## src/rtl/reset_sequencer_if.sv

```systemverilog
// -----------------------------------------------------------------------------
// reset_sequencer_if
// Bundles the sequencer's control and status signals.
//   sw_reset_req : single-cycle request to replay the whole release sequence
//   stage_ready  : per-stage ready-from-block (bit k-1 gates release of stage k)
//   rst_out      : active-high per-stage resets, bit 0 released first
//   complete     : all stages released and the final gap has elapsed
//   fault        : a stage_ready wait timed out
//   fault_stage  : index k-1 of the stage whose ready timed out
// The master modport is the sequencer side; slave is the host/block side.
// -----------------------------------------------------------------------------
interface reset_sequencer_if #(
    parameter int NUM_STAGES = 3,
    parameter int FSW        = (NUM_STAGES > 1) ? $clog2(NUM_STAGES) : 1
);
    logic                  sw_reset_req;
    logic [NUM_STAGES-1:0] stage_ready;
    logic [NUM_STAGES-1:0] rst_out;
    logic                  complete;
    logic                  fault;
    logic [FSW-1:0]        fault_stage;

    modport master (
        input  sw_reset_req,
        input  stage_ready,
        output rst_out,
        output complete,
        output fault,
        output fault_stage
    );

    modport slave (
        output sw_reset_req,
        output stage_ready,
        input  rst_out,
        input  complete,
        input  fault,
        input  fault_stage
    );
endinterface

```

## src/rtl/reset_sequencer.sv

```systemverilog
// -----------------------------------------------------------------------------
// reset_sequencer
// Releases NUM_STAGES downstream reset domains one at a time (bit 0 first),
// spacing releases by GAP cycles, optionally gating each release on the
// previous stage's ready with a TIMEOUT fault, then raises complete GAP
// cycles after the last release.
// Ports:
//   clk         : system clock
//   ext_reset_n : asynchronous active-low reset (deassertion is synchronised)
//   bus         : reset_sequencer_if.master (sw_reset_req, stage_ready,
//                 rst_out, complete, fault, fault_stage)
// -----------------------------------------------------------------------------
module reset_sequencer #(
    parameter int NUM_STAGES  = 3,
    parameter int GAP         = 10,
    parameter int SYNC_STAGES = 2,
    parameter int USE_READY   = 0,
    parameter int TIMEOUT     = 64
) (
    input  logic              clk,
    input  logic              ext_reset_n,
    reset_sequencer_if.master bus
);
    localparam int IW   = (NUM_STAGES > 1) ? $clog2(NUM_STAGES) : 1;
    localparam int CMAX = (GAP > TIMEOUT) ? GAP : TIMEOUT;
    localparam int CW   = $clog2(CMAX + 1);

    localparam logic [IW-1:0] LAST_IDX = IW'(NUM_STAGES - 1);
    localparam logic [CW-1:0] GAP_END  = CW'(GAP - 1);
    localparam logic [CW-1:0] TO_END   = CW'(TIMEOUT - 1);

    // The release itself is an action on the transition edge rather than a
    // state of its own, so the GAP state is entered on the release edge with
    // cnt=0 and the next release lands exactly GAP edges later (works for GAP=1).
    typedef enum logic [2:0] {
        S_HOLD     = 3'd0,
        S_GAP      = 3'd1,
        S_WAIT_RDY = 3'd2,
        S_FINAL    = 3'd3,
        S_DONE     = 3'd4,
        S_FAULT    = 3'd5
    } state_t;

    logic [SYNC_STAGES-1:0] r_sync;
    state_t                 r_state;
    logic [IW-1:0]          r_idx;
    logic [CW-1:0]          r_cnt;
    logic [NUM_STAGES-1:0]  r_rst_out;
    logic                   r_complete;
    logic                   r_fault;
    logic [IW-1:0]          r_fault_stage;

    logic                   w_rst_sync_n;
    logic [IW-1:0]          w_next_idx;
    logic                   w_gap_end;
    logic                   w_to_end;
    logic                   w_ready;
    logic                   w_release;

    assign w_rst_sync_n = r_sync[SYNC_STAGES-1];
    assign w_next_idx   = r_idx + IW'(1'b1);
    assign w_gap_end    = (r_cnt == GAP_END);
    assign w_to_end     = (r_cnt == TO_END);
    // Without ready gating the release at gap expiry is unconditional.
    assign w_ready      = (USE_READY == 0) ? 1'b1 : bus.stage_ready[r_idx];
    assign w_release    = ((r_state == S_GAP) && w_gap_end && w_ready) ||
                          ((r_state == S_WAIT_RDY) && bus.stage_ready[r_idx]);

    // Reset-deassertion synchroniser: async clear, shifts in ones after release.
    always_ff @(posedge clk or negedge ext_reset_n) begin
        if (!ext_reset_n) begin
            r_sync <= '0;
        end else begin
            r_sync <= {r_sync[SYNC_STAGES-2:0], 1'b1};
        end
    end

    // Sequencer FSM with registered outputs, reset by the synchronised reset.
    always_ff @(posedge clk or negedge w_rst_sync_n) begin
        if (!w_rst_sync_n) begin
            r_state       <= S_HOLD;
            r_idx         <= '0;
            r_cnt         <= '0;
            r_rst_out     <= '1;
            r_complete    <= 1'b0;
            r_fault       <= 1'b0;
            r_fault_stage <= '0;
        end else if (bus.sw_reset_req && (r_state != S_HOLD)) begin
            // Soft reset outranks ready and counter expiry on the same edge.
            r_state       <= S_HOLD;
            r_idx         <= '0;
            r_cnt         <= '0;
            r_rst_out     <= '1;
            r_complete    <= 1'b0;
            r_fault       <= 1'b0;
            r_fault_stage <= '0;
        end else begin
            case (r_state)
                S_HOLD: begin
                    r_rst_out[0] <= 1'b0;
                    r_idx        <= '0;
                    r_cnt        <= '0;
                    r_state      <= (NUM_STAGES == 1) ? S_FINAL : S_GAP;
                end
                S_GAP, S_WAIT_RDY: begin
                    if (w_release) begin
                        r_idx                 <= w_next_idx;
                        r_rst_out[w_next_idx] <= 1'b0;
                        r_cnt                 <= '0;
                        r_state               <= (w_next_idx == LAST_IDX) ? S_FINAL : S_GAP;
                    end else if ((r_state == S_GAP) && w_gap_end) begin
                        r_cnt   <= '0;
                        r_state <= S_WAIT_RDY;
                    end else if ((r_state == S_WAIT_RDY) && w_to_end) begin
                        r_rst_out     <= '1;
                        r_fault       <= 1'b1;
                        r_fault_stage <= r_idx;
                        r_cnt         <= '0;
                        r_state       <= S_FAULT;
                    end else begin
                        r_cnt <= r_cnt + CW'(1'b1);
                    end
                end
                S_FINAL: begin
                    if (w_gap_end) begin
                        r_complete <= 1'b1;
                        r_cnt      <= '0;
                        r_state    <= S_DONE;
                    end else begin
                        r_cnt <= r_cnt + CW'(1'b1);
                    end
                end
                S_DONE, S_FAULT: begin
                    r_state <= r_state;
                end
                default: begin
                    r_state   <= S_HOLD;
                    r_idx     <= '0;
                    r_cnt     <= '0;
                    r_rst_out <= '1;
                end
            endcase
        end
    end

    assign bus.rst_out     = r_rst_out;
    assign bus.complete    = r_complete;
    assign bus.fault       = r_fault;
    assign bus.fault_stage = r_fault_stage;

endmodule

```

## src/flat_wrapper.sv

```systemverilog
// flat-port wrapper written by rule: the top's interface ports become plain ports
module reset_sequencer_flat 
#(
    parameter int NUM_STAGES  = 3,
    parameter int GAP         = 10,
    parameter int SYNC_STAGES = 2,
    parameter int USE_READY   = 0,
    parameter int TIMEOUT     = 64
)
  (clk, ext_reset_n, bus_sw_reset_req, bus_stage_ready, bus_rst_out, bus_complete, bus_fault, bus_fault_stage);
  reset_sequencer_if #(.NUM_STAGES(NUM_STAGES)) bus_i ();
  input  logic clk;
  input  logic ext_reset_n;
  input wire logic [$bits(bus_i.sw_reset_req)-1:0] bus_sw_reset_req;
  input wire logic [$bits(bus_i.stage_ready)-1:0] bus_stage_ready;
  output wire logic [$bits(bus_i.rst_out)-1:0] bus_rst_out;
  output wire logic [$bits(bus_i.complete)-1:0] bus_complete;
  output wire logic [$bits(bus_i.fault)-1:0] bus_fault;
  output wire logic [$bits(bus_i.fault_stage)-1:0] bus_fault_stage;
  assign bus_i.sw_reset_req = bus_sw_reset_req;
  assign bus_i.stage_ready = bus_stage_ready;
  assign bus_rst_out = bus_i.rst_out;
  assign bus_complete = bus_i.complete;
  assign bus_fault = bus_i.fault;
  assign bus_fault_stage = bus_i.fault_stage;
  reset_sequencer #(.NUM_STAGES(NUM_STAGES), .GAP(GAP), .SYNC_STAGES(SYNC_STAGES), .USE_READY(USE_READY), .TIMEOUT(TIMEOUT)) u_core (.clk(clk), .ext_reset_n(ext_reset_n), .bus(bus_i));
endmodule
```

## config.mk

```make
export PLATFORM = sky130hd
export DESIGN_NAME = reset_sequencer_flat
export DESIGN_NICKNAME = d
export VERILOG_FILES = /design/src/rtl/reset_sequencer_if.sv /design/src/rtl/reset_sequencer.sv /design/src/flat_wrapper.sv
export SDC_FILE = /design/constraint.sdc
export NUM_CORES = 1
export LEC_CHECK = 0
export CORE_MARGIN = 2
export CORE_UTILIZATION = 50
export DETAILED_ROUTE_END_ITERATION = 12
export GPL_TIMING_DRIVEN = 0
export PLACE_DENSITY_LB_ADDON = 0.3
export SYNTH_ARGS = -nofsm -noshare
export SYNTH_HDL_FRONTEND = slang
export SYNTH_SLANG_ARGS = --single-unit
export TNS_END_PERCENT = 10
```

## constraint.sdc

```tcl
create_clock -name clk -period 0.8 [get_ports clk]
set_input_delay 0.12 -clock clk [delete_from_list [all_inputs] [get_ports clk]]
set_output_delay 0.12 -clock clk [all_outputs]
set_load 0.01 [all_outputs]
```

======== Word level (Yosys, flattened, before mapping) ========
Index checks and enable logic that the tools add are counted.
W data, S select, Z words.
cells by class
  add/sub/neg operators ................... 2
  multiply operators ...................... 0
  divide/modulo/power cells ............... 0
  $lt $le $gt $ge ......................... 3
  equal/unequal tests ..................... 18
  shifts and indexed selects .............. 0
  muxes and demuxes ....................... 39
  bitwise gates (word level) .............. 2
  reductions and logical operators ........ 22
operators with widths
  cell                   count
  $mux W7                5
  $mux W3                9
  $pmux W7 S3            1
  $mux W2                8
  $pmux W3 S4            1
  $mux W1                10
  $reduce_and A3 Y1      3
  $ne A2 B1 Y1 const B   4
  $pmux W2 S2            2
  $reduce_bool A2 Y1     4
  $add A7 B1 Y7 const B  1
  $eq A7 B4 Y1 const B   1
  $eq A7 B6 Y1 const B   1
  $eq A3 B2 Y1 const B   2
  $eq A3 B3 Y1 const B   2
  $lt A2 B3 Y1 const B   2
  $ne A3 B1 Y1 const B   2
  $logic_and A1 B1 Y1    5
  $ne A5 B1 Y1 const B   1
  $ne A4 B1 Y1 const B   1
  $ne A4 B2 Y1 const B   1
  $reduce_and A2 Y1      2
  $reduce_and A4 Y1      1
  $reduce_or A2 Y1       2
  other kinds (15)       15
word-level totals
  bits in registers ....................... 21
  latch bits .............................. 0
  bits in writable memories ............... 0
  ROM bits ................................ 0
  input bits .............................. 6
  output and inout bits ................... 7
  logic and storage cells ................. 95
  memories ................................ 0

======== Longest topological paths before layout ========
Gate-level depths: netlist of run 1.
  depth after elaboration ................. 10
  mapped depth ............................ 7

======== Worst setup path before layout of run 1 ========
Ideal clock, no wire load.
  path type ............................... register -> register
  from .................................... reg u_core.r_idx[1]
  to ...................................... reg u_core.r_fault_stage[0], in the netlist u_core.bus.fault_stage[0]
  setup time .............................. 0.126 ns
  arrival time ............................ 1.785 ns
  required time ........................... 0.674 ns
  slack ................................... -1.111 ns
  stages on the path, launching flop included .. 6
  buffers on the path ..................... 0
  clock period less this slack ............ 1.911 ns
  cell sequence ........................... dfrtp_1 -> mux2_4 -> a2111o_1 -> or3b_4 -> mux2i_1 -> nor2_1
on the way
  cells in the longest elaborated chain, start to end .. 6
ends and longest elaborated chain
  element                             RTL line                source
  from (decl)                         reset_sequencer.sv:46   logic [IW-1:0] r_idx;
  from (signal assigned)              reset_sequencer.sv:107  r_idx <= w_next_idx;
  $bmux W1 S2                         reset_sequencer.sv:67   ((r_state == S_WAIT_RDY) && bus.stage_ready[r_idx]);
  $mux W1 (implied by the code)       reset_sequencer.sv:67
  $logic_and A1 B1 Y1                 reset_sequencer.sv:67
  $logic_or A1 B1 Y1                  reset_sequencer.sv:66   assign w_release = ((r_state == S_GAP) && w_gap_end && w_ready) ||
  $ne A2 B2 Y1 (no source line)       -
  $reduce_and A4 Y1 (no source line)  -
  to (signal assigned)                reset_sequencer.sv:117  r_fault_stage <= r_idx;
  to (decl)                           reset_sequencer.sv:51   logic [IW-1:0] r_fault_stage;
No other way between the ends. The select of a mux whose other input is x is not followed.
A chain may end at the register's enable or synchronous reset.

======== Worst setup path in the final report of run 1 ========
Ends and elaborated chain as after synthesis.

==> impl_metrics.json, run 1 <==
{
  "status": "complete, but fails checks",
  "failing_checks": "setup timing",
  "clkSlewWorstSetupHoldPaths_ns": 0.13,
  "r2r_cells": 5,
  "die_area_um2": 2890,
  "numPlacedInstances": 172,
  "post-synth-top-area-cell": "sky130_fd_sc_hd__dfrtp_1",
  "drt_pass1_iterations": 4,
  "clock_tree_from_tritoncts": "yes",
  "ys_warn_count": 0,
  "postSynthRegisterBits": 21,
  "critical_path.n_buffers_inverters": 0,
  "die_h_um": 53.8,
  "yosysTopAreaCellShare_pct": 36.4,
  "worstPathCellList": "mux2_4 > a2111o_1 > or3b_4 > mux2i_1 > nor2_1",
  "final_wtd_congestion": 0.876,
  "clk_latency_ns": 0.31,
  "finalWorstPathRequiredPeriod_ns": 1.94,
  "globalRoute.busiestLayer": "met2",
  "timing.critical_path.slowest_cell_delay_ns": 0.44,
  "grt_first_pass_wirelength_um": 4860,
  "hold_viol_final": 0,
  "final_cell_area_um2": 1510,
  "worst_r2r_endpoint": "u_core.bus.fault_stage[0]",
  "hold-worst-slack_ns": 0.207,
  "row_count": 18,
  "vias_per_inst": 6.08,
  "power.leakage_nw": 0.690,
  "placement_setup_slack_ns": -1.29,
  "drv_slew": 0,
  "filler_cell_count": 192,
  "finClkSkew_ns": 0.00327,
  "finalNetCount": 164,
  "critical_path.startpoint": "u_core.r_idx[1]",
  "timing.final.ws_setup_ns": -1.14,
  "worst_path_dominant_cell_family": "simple AND/OR/NAND/NOR gates",
  "cp_data_arrival_time_ns": 2.14,
  "design.portCount": 13,
  "fp.dieW_um": 53.8,
  "drv_cap": 0,
  "drt.antenna.violating_nets": 0,
  "first_global_vias": 1053,
  "cp_max_fo": 3,
  "dp_hpwl_um": 2060,
  "diodes": 0,
  "irDropWorstVdd_uv": 1550,
  "synth_cells": 130,
  "ys_async_sr_fraction_pct": 100,
  "detailed_place.area_um2": 1400,
  "critPathKind": "reg2reg",
  "gr-usage-all-layers_pct": 23.0,
  "wl_per_cell_um": 16.5,
  "sequential_to_total_area_share_from_yosys_stat_pct": 42.7,
  "wirelength_um": 3000,
  "achievable-frequency_ghz": 0.516,
  "global_route.usage.met3_pct": 3.89,
  "core_um2": 2410,
  "cts_buffers": 3,
  "floorplan.initialDensity_pct": 51.4,
  "grt_use_met1_pct": 30.1,
  "fin_total_pwr_mw": 2.40,
  "timing.critical_path.from_type": "register",
  "finalNonFillerCells": 182,
  "clockBufferDepth": 2,
  "cts_max_level": 1,
  "synth.top_cells.by_area": "sky130_fd_sc_hd__dfrtp_1 (36%), sky130_fd_sc_hd__dfstp_2 (6.4%), sky130_fd_sc_hd__ha_1 (5.1%), sky130_fd_sc_hd__o21ai_0 (4.4%), sky130_fd_sc_hd__nor2_1 (3.9%)",
  "global_route.overflow_total": 0,
  "initialDrtViolationCount": 21,
  "pwr_density_cell_nw_per_um2": 1590,
  "grt_antenna_before_repair": 0,
  "synth.cell_area_um2": 1240,
  "cts_sinks": 21,
  "dominantRegCellSynth": "sky130_fd_sc_hd__dfrtp_1",
  "final_sum_of_negative_setup_slack_ns": -19.93,
  "rsz0062_at_grt": "true",
  "reg2reg_from": "u_core.r_idx[1]",
  "crit_path_end_kind": "register",
  "synthesis.nets": 141,
  "synth_area_per_cell_um2": 9.53,
  "layout-drive-gt1-share_pct": 28.3,
  "vias": 1106,
  "required_time_reported_for_the_critical_path_endpoint_ns": 1.00,
  "postLayoutCoreUtil_pct": 62.7,
  "number_of_flops_mapped_to_enable_cells_by_yosys": 0,
  "synth.distinct_cells": 50,
  "io_buffers": 12,
  "worst_hold_path_type": "reg2async",
  "cts_root_buffer": "sky130_fd_sc_hd__clkbuf_4",
  "regToRegSetupSlack_ns": -1.14,
  "setup_viol_count_final": 26,
  "drc": 0,
  "critical_path.slowest_cell": "sky130_fd_sc_hd__dfrtp_2",
  "finalCritPeriodShare_pct": 242,
  "pin_count_of_the_biggest_net_entering_global_routing": 20,
  "gr-usage-met2_pct": 38.2,
  "syn2layout_area_growth_pct": 21.9
}
power breakdown:
part	total, mW	switching [mW]	internal [mW]
registers	1.24	0.0870	1.15
logic	0.622	0.324	0.298
clock network	0.539	0.352	0.187
total	2.40	0.763	1.64
worst reg2reg max path: stages, from the launching register on:
cell	delay, ns
sky130_fd_sc_hd__dfrtp_2	0.44
sky130_fd_sc_hd__mux2_4	0.32
sky130_fd_sc_hd__a2111o_1	0.41
sky130_fd_sc_hd__or3b_4	0.44
sky130_fd_sc_hd__mux2i_1	0.16
sky130_fd_sc_hd__nor2_1	0.06
worst max path at each step:
stage                                     end  cells past startpoint
finish              u_core.bus.fault_stage[0]                      5
global route        u_core.bus.fault_stage[0]                      5
CTS                 u_core.bus.fault_stage[0]                      5
detailed placement            u_core.r_cnt[3]                      7
global placement              u_core.r_cnt[2]                      7
floorplan           u_core.bus.fault_stage[0]                      5
synthesized netlist by cell type, types with 2 or more instances:
master	count
sky130_fd_sc_hd__o22ai_1	2
sky130_fd_sc_hd__a21o_1	2
sky130_fd_sc_hd__nand2_1	11
sky130_fd_sc_hd__inv_1	10
sky130_fd_sc_hd__mux2i_1	2
sky130_fd_sc_hd__nand3_1	3
sky130_fd_sc_hd__ha_1	5
sky130_fd_sc_hd__a21oi_1	7
sky130_fd_sc_hd__nor3_1	3
sky130_fd_sc_hd__o21ai_0	11
sky130_fd_sc_hd__a211o_1	3
sky130_fd_sc_hd__o311ai_0	2
sky130_fd_sc_hd__nor2_1	13
sky130_fd_sc_hd__dfrtp_1	18
sky130_fd_sc_hd__dfstp_2	3
cell type report:
type | instances | area [µm²] | area share (%)
sequential | 21 | 533 | 35.3
tap | 30 | 37.5 | 2.49
clock buffer | 3 | 22.5 | 1.49
clock inverter | 1 | 5.00 | 0.331
inverter | 10 | 37.5 | 2.49
timing repair buffer | 18 | 151 | 10.0
buffer | 3 | 25.0 | 1.66
multi-input combinational | 96 | 698 | 46.2
cell families after synthesis:
logic type / Yosys count / share of synthesized area (%)
other cells: 1 / 0.303
compound gates: 40 / 22.8
xor+xnor: 1 / 0.707
fa+ha+maj: 5 / 5.05
simple gates: 46 / 20.5
mux: 3 / 2.83
flops: 21 / 42.7
buf+inv: 13 / 5.05
cell usage in the layout, fill, tap and decap left out, types with 2 or more instances in the layout:
cell | netlist | final
sky130_fd_sc_hd__a211o_1 | 3 | 3
sky130_fd_sc_hd__a21o_1 | 2 | 2
sky130_fd_sc_hd__a21oi_1 | 7 | 6
sky130_fd_sc_hd__buf_2 | 0 | 4
sky130_fd_sc_hd__buf_4 | 1 | 6
sky130_fd_sc_hd__buf_6 | 0 | 3
sky130_fd_sc_hd__clkbuf_4 | 0 | 3
sky130_fd_sc_hd__clkdlybuf4s50_1 | 0 | 5
sky130_fd_sc_hd__dfrtp_1 | 18 | 15
sky130_fd_sc_hd__dfrtp_2 | 0 | 3
sky130_fd_sc_hd__dfstp_2 | 3 | 3
sky130_fd_sc_hd__ha_1 | 5 | 4
sky130_fd_sc_hd__inv_1 | 10 | 9
sky130_fd_sc_hd__mux2i_1 | 2 | 2
sky130_fd_sc_hd__nand2_1 | 11 | 11
sky130_fd_sc_hd__nand3_1 | 3 | 3
sky130_fd_sc_hd__nor2_1 | 13 | 13
sky130_fd_sc_hd__nor3_2 | 0 | 2
sky130_fd_sc_hd__o21ai_0 | 11 | 7
sky130_fd_sc_hd__o21ai_1 | 0 | 4
per-layer routing:
layer  share of wire, %  vias up
li1                   -      514
met1                 43      538
met2                 49       44
met3                6.1       10
met4                2.1        0
met5                  0        -
flip-flops by register name, summed over array words and instances, names as in the netlist:
signal                  cells
u_core.bus.complete         1
u_core.bus.fault            1
u_core.bus.fault_stage      2
u_core.bus.rst_out          3
u_core.r_cnt                7
u_core.r_idx                2
u_core.r_state              3
u_core.r_sync               2
what timing repair did:
action	4_1_cts	5_1_grt
endpoints found under the setup margin	42	26
gates resized for setup	45	5
hold buffers	1	0
buffers inserted	2	3
endpoints found under the hold margin	2	0
pin swaps	2	2
Power figures use the tool's default switching activity.
==> run 2: changes to the inputs <==
--- a/config.mk
+++ b/config.mk
@@ -8,4 +8,5 @@
 export CORE_MARGIN = 2
 export CORE_UTILIZATION = 50
+export CTS_BUF_LIST = sky130_fd_sc_hd__clkbuf_4 sky130_fd_sc_hd__clkbuf_8
 export DETAILED_ROUTE_END_ITERATION = 12
 export GPL_TIMING_DRIVEN = 0
==> constraint.sdc (replaced) <==
create_clock -name clk -period 0.8 [get_ports clk]
set_input_delay 0.16 -clock clk [delete_from_list [all_inputs] [get_ports clk]]
set_output_delay 0.16 -clock clk [all_outputs]
set_load 0.01 [all_outputs]
==> results of run 2 <==
Same layout as run 1 (identical final DEF). Status: complete, but fails checks: setup timing.
Among the figures that moved: setup TNS -19.93 ns -> -20.21 ns
